===== config.mk =====
export PLATFORM = sky130hd
export DESIGN_NAME = sram_port_arbiter
export DESIGN_NICKNAME = d
export VERILOG_FILES = /design/src/rtl/sram_arb_pkg.sv /design/src/rtl/sram_arb_prio2.sv /design/src/rtl/sram_port_arbiter.sv
export SDC_FILE = /design/constraint.sdc
export NUM_CORES = 1
export LEC_CHECK = 0
export CORE_AREA = 2 2 101 103
export CTS_CLUSTER_DIAMETER = 80
export CTS_CLUSTER_SIZE = 16
export DETAILED_ROUTE_END_ITERATION = 8
export DIE_AREA = 0 0 103 105
export GPL_TIMING_DRIVEN = 0
export PLACE_DENSITY = 0.75
export SLEW_MARGIN = 10
export SYNTH_ARGS = -nofsm -noshare
export SYNTH_HDL_FRONTEND = slang
export SYNTH_SLANG_ARGS = --single-unit

===== constraint.sdc =====
create_clock -name clk_i -period 1.3 [get_ports clk_i]
set_input_delay 0.13 -clock clk_i [delete_from_list [all_inputs] [get_ports clk_i]]
set_output_delay 0.13 -clock clk_i [all_outputs]
set_load 0.01 [all_outputs]

===== src/rtl/sram_arb_pkg.sv =====
// Shared types and constants for the SRAM port arbiter.
//   owner_e      : which core port owns the response due next cycle
//   MemWordBytes : bytes per SRAM word
//   PortInstr/PortData : bit positions in the arbiter request/grant vectors
package sram_arb_pkg;

    localparam int unsigned MemWordBytes = 4;
    localparam int unsigned PortInstr    = 0;
    localparam int unsigned PortData     = 1;

    typedef enum logic [1:0] {
        OWN_NONE  = 2'd0,
        OWN_INSTR = 2'd1,
        OWN_DATA  = 2'd2
    } owner_e;

endpackage


===== src/rtl/sram_arb_prio2.sv =====
// Two-way fixed-priority arbiter: data (req[PortData]) wins unless it has
// already taken MaxStreak grants in a row while fetch was waiting.
// Ports:
//   clk, rst : clock, synchronous active-high reset (grants suppressed)
//   req[1:0] : requests, indexed by PortInstr/PortData
//   gnt[1:0] : one-hot grant, combinational from req and streak state
module sram_arb_prio2
    import sram_arb_pkg::*;
#(
    parameter int unsigned MaxStreak = 4
) (
    input  logic       clk,
    input  logic       rst,
    input  logic [1:0] req,
    output logic [1:0] gnt
);

    localparam int unsigned StreakWidth = $clog2(MaxStreak + 1);
    localparam logic [StreakWidth-1:0] StreakMax = StreakWidth'(MaxStreak);

    logic [StreakWidth-1:0] streak_q;
    logic [StreakWidth-1:0] streak_d;

    // Grant selection and streak update
    always_comb begin
        gnt      = '0;
        streak_d = streak_q;
        if (!rst) begin
            if (req[PortData] && (!req[PortInstr] || (streak_q < StreakMax))) begin
                gnt[PortData] = 1'b1;
            end else if (req[PortInstr]) begin
                gnt[PortInstr] = 1'b1;
            end
        end
        // Streak only measures how long fetch has been kept waiting
        if (!req[PortInstr] || gnt[PortInstr]) begin
            streak_d = '0;
        end else if (gnt[PortData] && (streak_q < StreakMax)) begin
            streak_d = streak_q + StreakWidth'(1);
        end
    end

    always_ff @(posedge clk) begin
        if (rst) begin
            streak_q <= '0;
        end else begin
            streak_q <= streak_d;
        end
    end

endmodule


===== src/rtl/sram_port_arbiter.sv =====
// Shares one single-port SRAM (1-cycle read latency) between the fetch and
// data ports of the core. Data has priority with a bounded streak; requests
// outside the SRAM window are granted but answered with err and no access.
// Ports:
//   clk_i, rst_i                      : clock, synchronous active-high reset
//   instr_req/gnt/rvalid/addr/rdata/err : fetch port (req/gnt/rvalid)
//   data_req/gnt/rvalid/we/be/addr/wdata/rdata/err : data port
//   ram_req/we/be/addr/wdata, ram_rdata_i : SRAM side, word addressed
module sram_port_arbiter
    import sram_arb_pkg::*;
#(
    parameter int unsigned MemSize       = 65536,
    parameter logic [31:0] MemStart      = 32'h0000_0000,
    parameter int unsigned MaxDataStreak = 4,
    localparam int unsigned AddrWidth    = $clog2(MemSize / MemWordBytes)
) (
    input  logic                 clk_i,
    input  logic                 rst_i,
    input  logic                 instr_req_i,
    output logic                 instr_gnt_o,
    output logic                 instr_rvalid_o,
    input  logic [31:0]          instr_addr_i,
    output logic [31:0]          instr_rdata_o,
    output logic                 instr_err_o,
    input  logic                 data_req_i,
    output logic                 data_gnt_o,
    output logic                 data_rvalid_o,
    input  logic                 data_we_i,
    input  logic [3:0]           data_be_i,
    input  logic [31:0]          data_addr_i,
    input  logic [31:0]          data_wdata_i,
    output logic [31:0]          data_rdata_o,
    output logic                 data_err_o,
    output logic                 ram_req_o,
    output logic                 ram_we_o,
    output logic [3:0]           ram_be_o,
    output logic [AddrWidth-1:0] ram_addr_o,
    output logic [31:0]          ram_wdata_o,
    input  logic [31:0]          ram_rdata_i
);

    localparam logic [31:0] AddrMask = ~(32'(MemSize) - 32'd1);

    logic   instr_in_range;
    logic   data_in_range;
    logic   [1:0] req;
    logic   [1:0] gnt;
    owner_e owner_q;
    owner_e owner_d;
    logic   err_q;
    logic   err_d;

    assign instr_in_range = (instr_addr_i & AddrMask) == MemStart;
    assign data_in_range  = (data_addr_i & AddrMask) == MemStart;

    assign req[PortInstr] = instr_req_i;
    assign req[PortData]  = data_req_i;

    sram_arb_prio2 #(
        .MaxStreak (MaxDataStreak)
    ) u_prio (
        .clk (clk_i),
        .rst (rst_i),
        .req (req),
        .gnt (gnt)
    );

    assign instr_gnt_o = gnt[PortInstr];
    assign data_gnt_o  = gnt[PortData];

    // RAM request mux and next response owner
    always_comb begin
        ram_req_o   = 1'b0;
        ram_we_o    = 1'b0;
        ram_be_o    = '0;
        ram_addr_o  = '0;
        ram_wdata_o = '0;
        owner_d     = OWN_NONE;
        err_d       = 1'b0;
        if (gnt[PortData]) begin
            owner_d = OWN_DATA;
            err_d   = !data_in_range;
            if (data_in_range) begin
                ram_req_o   = 1'b1;
                ram_we_o    = data_we_i;
                ram_be_o    = data_be_i;
                ram_addr_o  = data_addr_i[AddrWidth+1:2];
                ram_wdata_o = data_wdata_i;
            end
        end else if (gnt[PortInstr]) begin
            owner_d = OWN_INSTR;
            err_d   = !instr_in_range;
            if (instr_in_range) begin
                ram_req_o  = 1'b1;
                ram_be_o   = 4'hF;
                ram_addr_o = instr_addr_i[AddrWidth+1:2];
            end
        end
    end

    // Response owner register
    always_ff @(posedge clk_i) begin
        if (rst_i) begin
            owner_q <= OWN_NONE;
            err_q   <= 1'b0;
        end else begin
            owner_q <= owner_d;
            err_q   <= err_d;
        end
    end

    // Response demux; gated by reset so an access granted just before reset is dropped
    always_comb begin
        instr_rvalid_o = 1'b0;
        instr_err_o    = 1'b0;
        instr_rdata_o  = '0;
        data_rvalid_o  = 1'b0;
        data_err_o     = 1'b0;
        data_rdata_o   = '0;
        if (!rst_i) begin
            case (owner_q)
                OWN_INSTR: begin
                    instr_rvalid_o = 1'b1;
                    instr_err_o    = err_q;
                    instr_rdata_o  = err_q ? 32'd0 : ram_rdata_i;
                end
                OWN_DATA: begin
                    data_rvalid_o = 1'b1;
                    data_err_o    = err_q;
                    data_rdata_o  = err_q ? 32'd0 : ram_rdata_i;
                end
                default: ;
            endcase
        end
    end

endmodule

==> results.cfg <==
[drt]
ant_nets = 0
vias = 3018
wl_mm = 10.4
via_per_inst = 4.31
drc = 0
drt-pass1-iter-count = 6
drt_iter0_drc = 128
drt-wirelength-per-cell_um = 14.8

[clock_tree]
clk_latency_ns = 0.22
htree_levels = 1
cts_buffers = 3
tritoncts = done
cts.clk_slew.worst_paths_ns = 0.04
clock-sinks = 6
cts_buffer_depth = 2
cts-root-buf = clkbuf_8

[synth]
syn_inst = 277
yosys_warnings = 0
netlist_area_um2 = 1630
synth_fp_nets = 415
seq_area_frac_synth_pct = 7.38
ys_ff_latch = 6
avgSynthCellArea_um2 = 5.88
synth.distinct_cells = 27

[sta]
rsz0062_at_grt = yes
max_freq_mhz = 622
setup_viol = 118
fin_skew_ns = 0.00351
setup-tns-final_ns = -22.74
slew_viol_final = 0
max_slew_margin_pct = 81.0
finalCritPeriodShare_pct = 124
fin_crit_ns = 1.61
timing.final.ws_setup_ns = -0.309
worst_pin_slew_ns = 0.283
hold_viol_final = 0

[run_status]
status = finished, violations left
violations = negative setup slack

[power]
power.density_nw_per_um2 = 267
report.power.total_mw = 1.36
ir_drop_mv = 0.148
p_sw_share_pct = 34.0
p_int_mw = 0.900
clkPwrFrac_pct = 20.1
combPwrFrac_pct = 65.7
switchingPower_mw = 0.464
p_leak_nw = 2.46
pwr-share-seq_pct = 14.2

[run]
drv_cap = 0

[setup_path]
critPathMaxFanout = 10
reg2reg_from = u_prio.streak_q[2]$_SDFFE_PP0P_
cp.required_ns = 1.17
criticalPathCategory = reg -> out
r2r_cells = 6
crit_arrival_ns = 1.48
rrSetupSlack_ns = 0.20
cp-startpoint = owner_q[0]$_SDFF_PP0_
worstSetupStartpointType = flip-flop
end_kind = primary output
rr_endpoint = err_q$_SDFF_PP0_

[hold_path]
hold_depth = 3
worstHoldStart = instr_req_i
hold_path_end = u_prio.streak_q[2]$_SDFFE_PP0P_
hold_class = in -> reg

[floorplanning]
die_h_um = 105
num_rows = 36
dieArea_um2 = 10800
initial_core_util_pct = 16.9
dieWidth_um = 103
core_um2 = 9640
io_pins = 259

[finish]
area_growth_pct = 214
regArea_um2 = 125
num-fill-cells = 926
nNetsFinal = 707
drive_above_1_share_pct = 52.7
multi_input_area_um2 = 1670

[grt]
grt-ovfl-total = 0
grt_pass1_vias = 3130
grt_max_degree = 11
antenna_found_initial = 1
grt_usage_pct = 17.5
grt_pass1_wl_mm = 15.1

[placed_design]
place_hpwl_mm = 7.55
place_congestion = 0.814
portBuffers = 254
detailedPlace.worstSlack_ns = -1.04
[state kept, by name (all words and copies together) (netlist names)]
signal / count
u_prio.streak_q: 3
err_q: 1
owner_q: 2
[Yosys cell counts (all sizes together)]
cell    count  area [µm²]
a22o        1        8.76
buf        14         109
clkbuf     11        41.3
clkinv      1        3.75
dfxtp       6         120
ha          1        12.5
inv        53         199
nand2      36         138
nand2b      1        6.26
nand3      18        90.1
nand3b      1        7.51
nand4       2        27.5
nor2       67         251
nor2b       1        6.26
nor3       34         335
nor3b       2        15.0
nor4        8        75.1
o22ai       5        50.1
o32ai      14         123
or3b        1        8.76
[worst max-delay path by stage]
| stage | to | slack (ns) | depth (start not counted) |
|---|---|---|---|
| final | instr_rdata_o[23] | -0.31 | 4 |
| after global routing | ram_addr_o[10] | -0.39 | 6 |
| after CTS | instr_rdata_o[17] | -0.35 | 4 |
| after detailed placement | ram_wdata_o[13] | -1.04 | 6 |
| after global placement | ram_wdata_o[13] | -1.03 | 6 |
| after floorplan | ram_addr_o[10] | -0.04 | 4 |
[cell families after synthesis]
kind of cell	after synthesis	synth area share, %
AO/OA/AOI/OAI	20	11.1
adder cells (fa/ha/maj)	1	0.769
buffers and inverters	79	21.7
flip-flops	6	7.38
AND/OR/NAND/NOR	171	59.0
[timing repair]
| action | CTS | global route |
|---|---|---|
| pin swaps | 40 | 22 |
| buffers inserted | 25 | 4 |
| hold buffers | 0 | 0 |
| endpoints found under the hold margin | 0 | 0 |
| gates resized for setup | 679 | 80 |
| cloned | 8 | 1 |
| setup endpoints to repair | 124 | 122 |
[layout make-up]
class,instances,area share [%]
inverter,54,4.04
tap,133,3.25
antenna,1,0.0489
sequential,6,2.45
clock buffer,3,0.807
buffer,23,7.00
timing repair buffer,289,49.7
multi-input combinational,192,32.7
[routing by layer]
layer / track usage [%] / wire, µm / vias up
met2: 35.0 / 5610 / 167
met1: 16.7 / 3640 / 1348
met3: 4.21 / 947 / 18
li1: - / - / 1485
met5: 0 / 0 / -
met4: 5.64 / 204 / 0
[power by group through the flow]
stage | logic [mW] | registers (mW) | clock network (mW)
6_report | 0.896 | 0.194 | 0.275
5_1_grt | 0.960 | 0.194 | 0.288
4_1_cts | 0.844 | 0.194 | 0.277
3_3_place_gp | 0.743 | 0.197 | 0
2_1_floorplan | 0.228 | 0.197 | 0
3_5_place_dp | 0.756 | 0.198 | 0
[critical path, stage by stage, from the launching register on]
cell,delay [ns]
dfxtp_2,0.31
or3b_4,0.42
buf_6,0.17
nor2_2,0.12
clkdlybuf4s15_2,0.23
[per-stage QoR]
stage	util (%)	instance area [µm²]	cells	hold slack [ns]
after floorplan	-	1650	277	0.295
after global placement	45.2	4360	664	0.416
after detailed placement	45.2	4360	664	0.442
after CTS	50.9	4900	698	0.396
after global routing	53.1	5110	701	0.443
final	53.1	5110	701	0.398
[cells in the final DEF (no fill, tap or decap), types with 2 or more instances in the layout]
| cell type | n |
|---|---|
| nand3_1 | 6 |
| nor3_2 | 12 |
| buf_6 | 27 |
| o32ai_2 | 10 |
| clkdlybuf4s50_1 | 97 |
| nor2_4 | 3 |
| clkbuf_8 | 10 |
| clkdlybuf4s15_1 | 8 |
| dlygate4sd2_1 | 7 |
| nand2_1 | 33 |
| inv_1 | 51 |
| o22ai_2 | 3 |
| o22ai_4 | 2 |
| buf_16 | 3 |
| o32ai_4 | 4 |
| nand3_2 | 10 |
| clkbuf_16 | 4 |
| nor2_2 | 10 |
| nor2_1 | 54 |
| nand3_4 | 2 |
| nor3_4 | 21 |
| nor3b_1 | 2 |
| nor4_4 | 4 |
| buf_2 | 103 |
| nor4_2 | 3 |
| clkdlybuf4s15_2 | 27 |
| nand2_4 | 2 |
| buf_4 | 10 |
| buf_12 | 7 |
| dfxtp_1 | 4 |
| buf_8 | 11 |
Power figures use the tool's default switching activity.
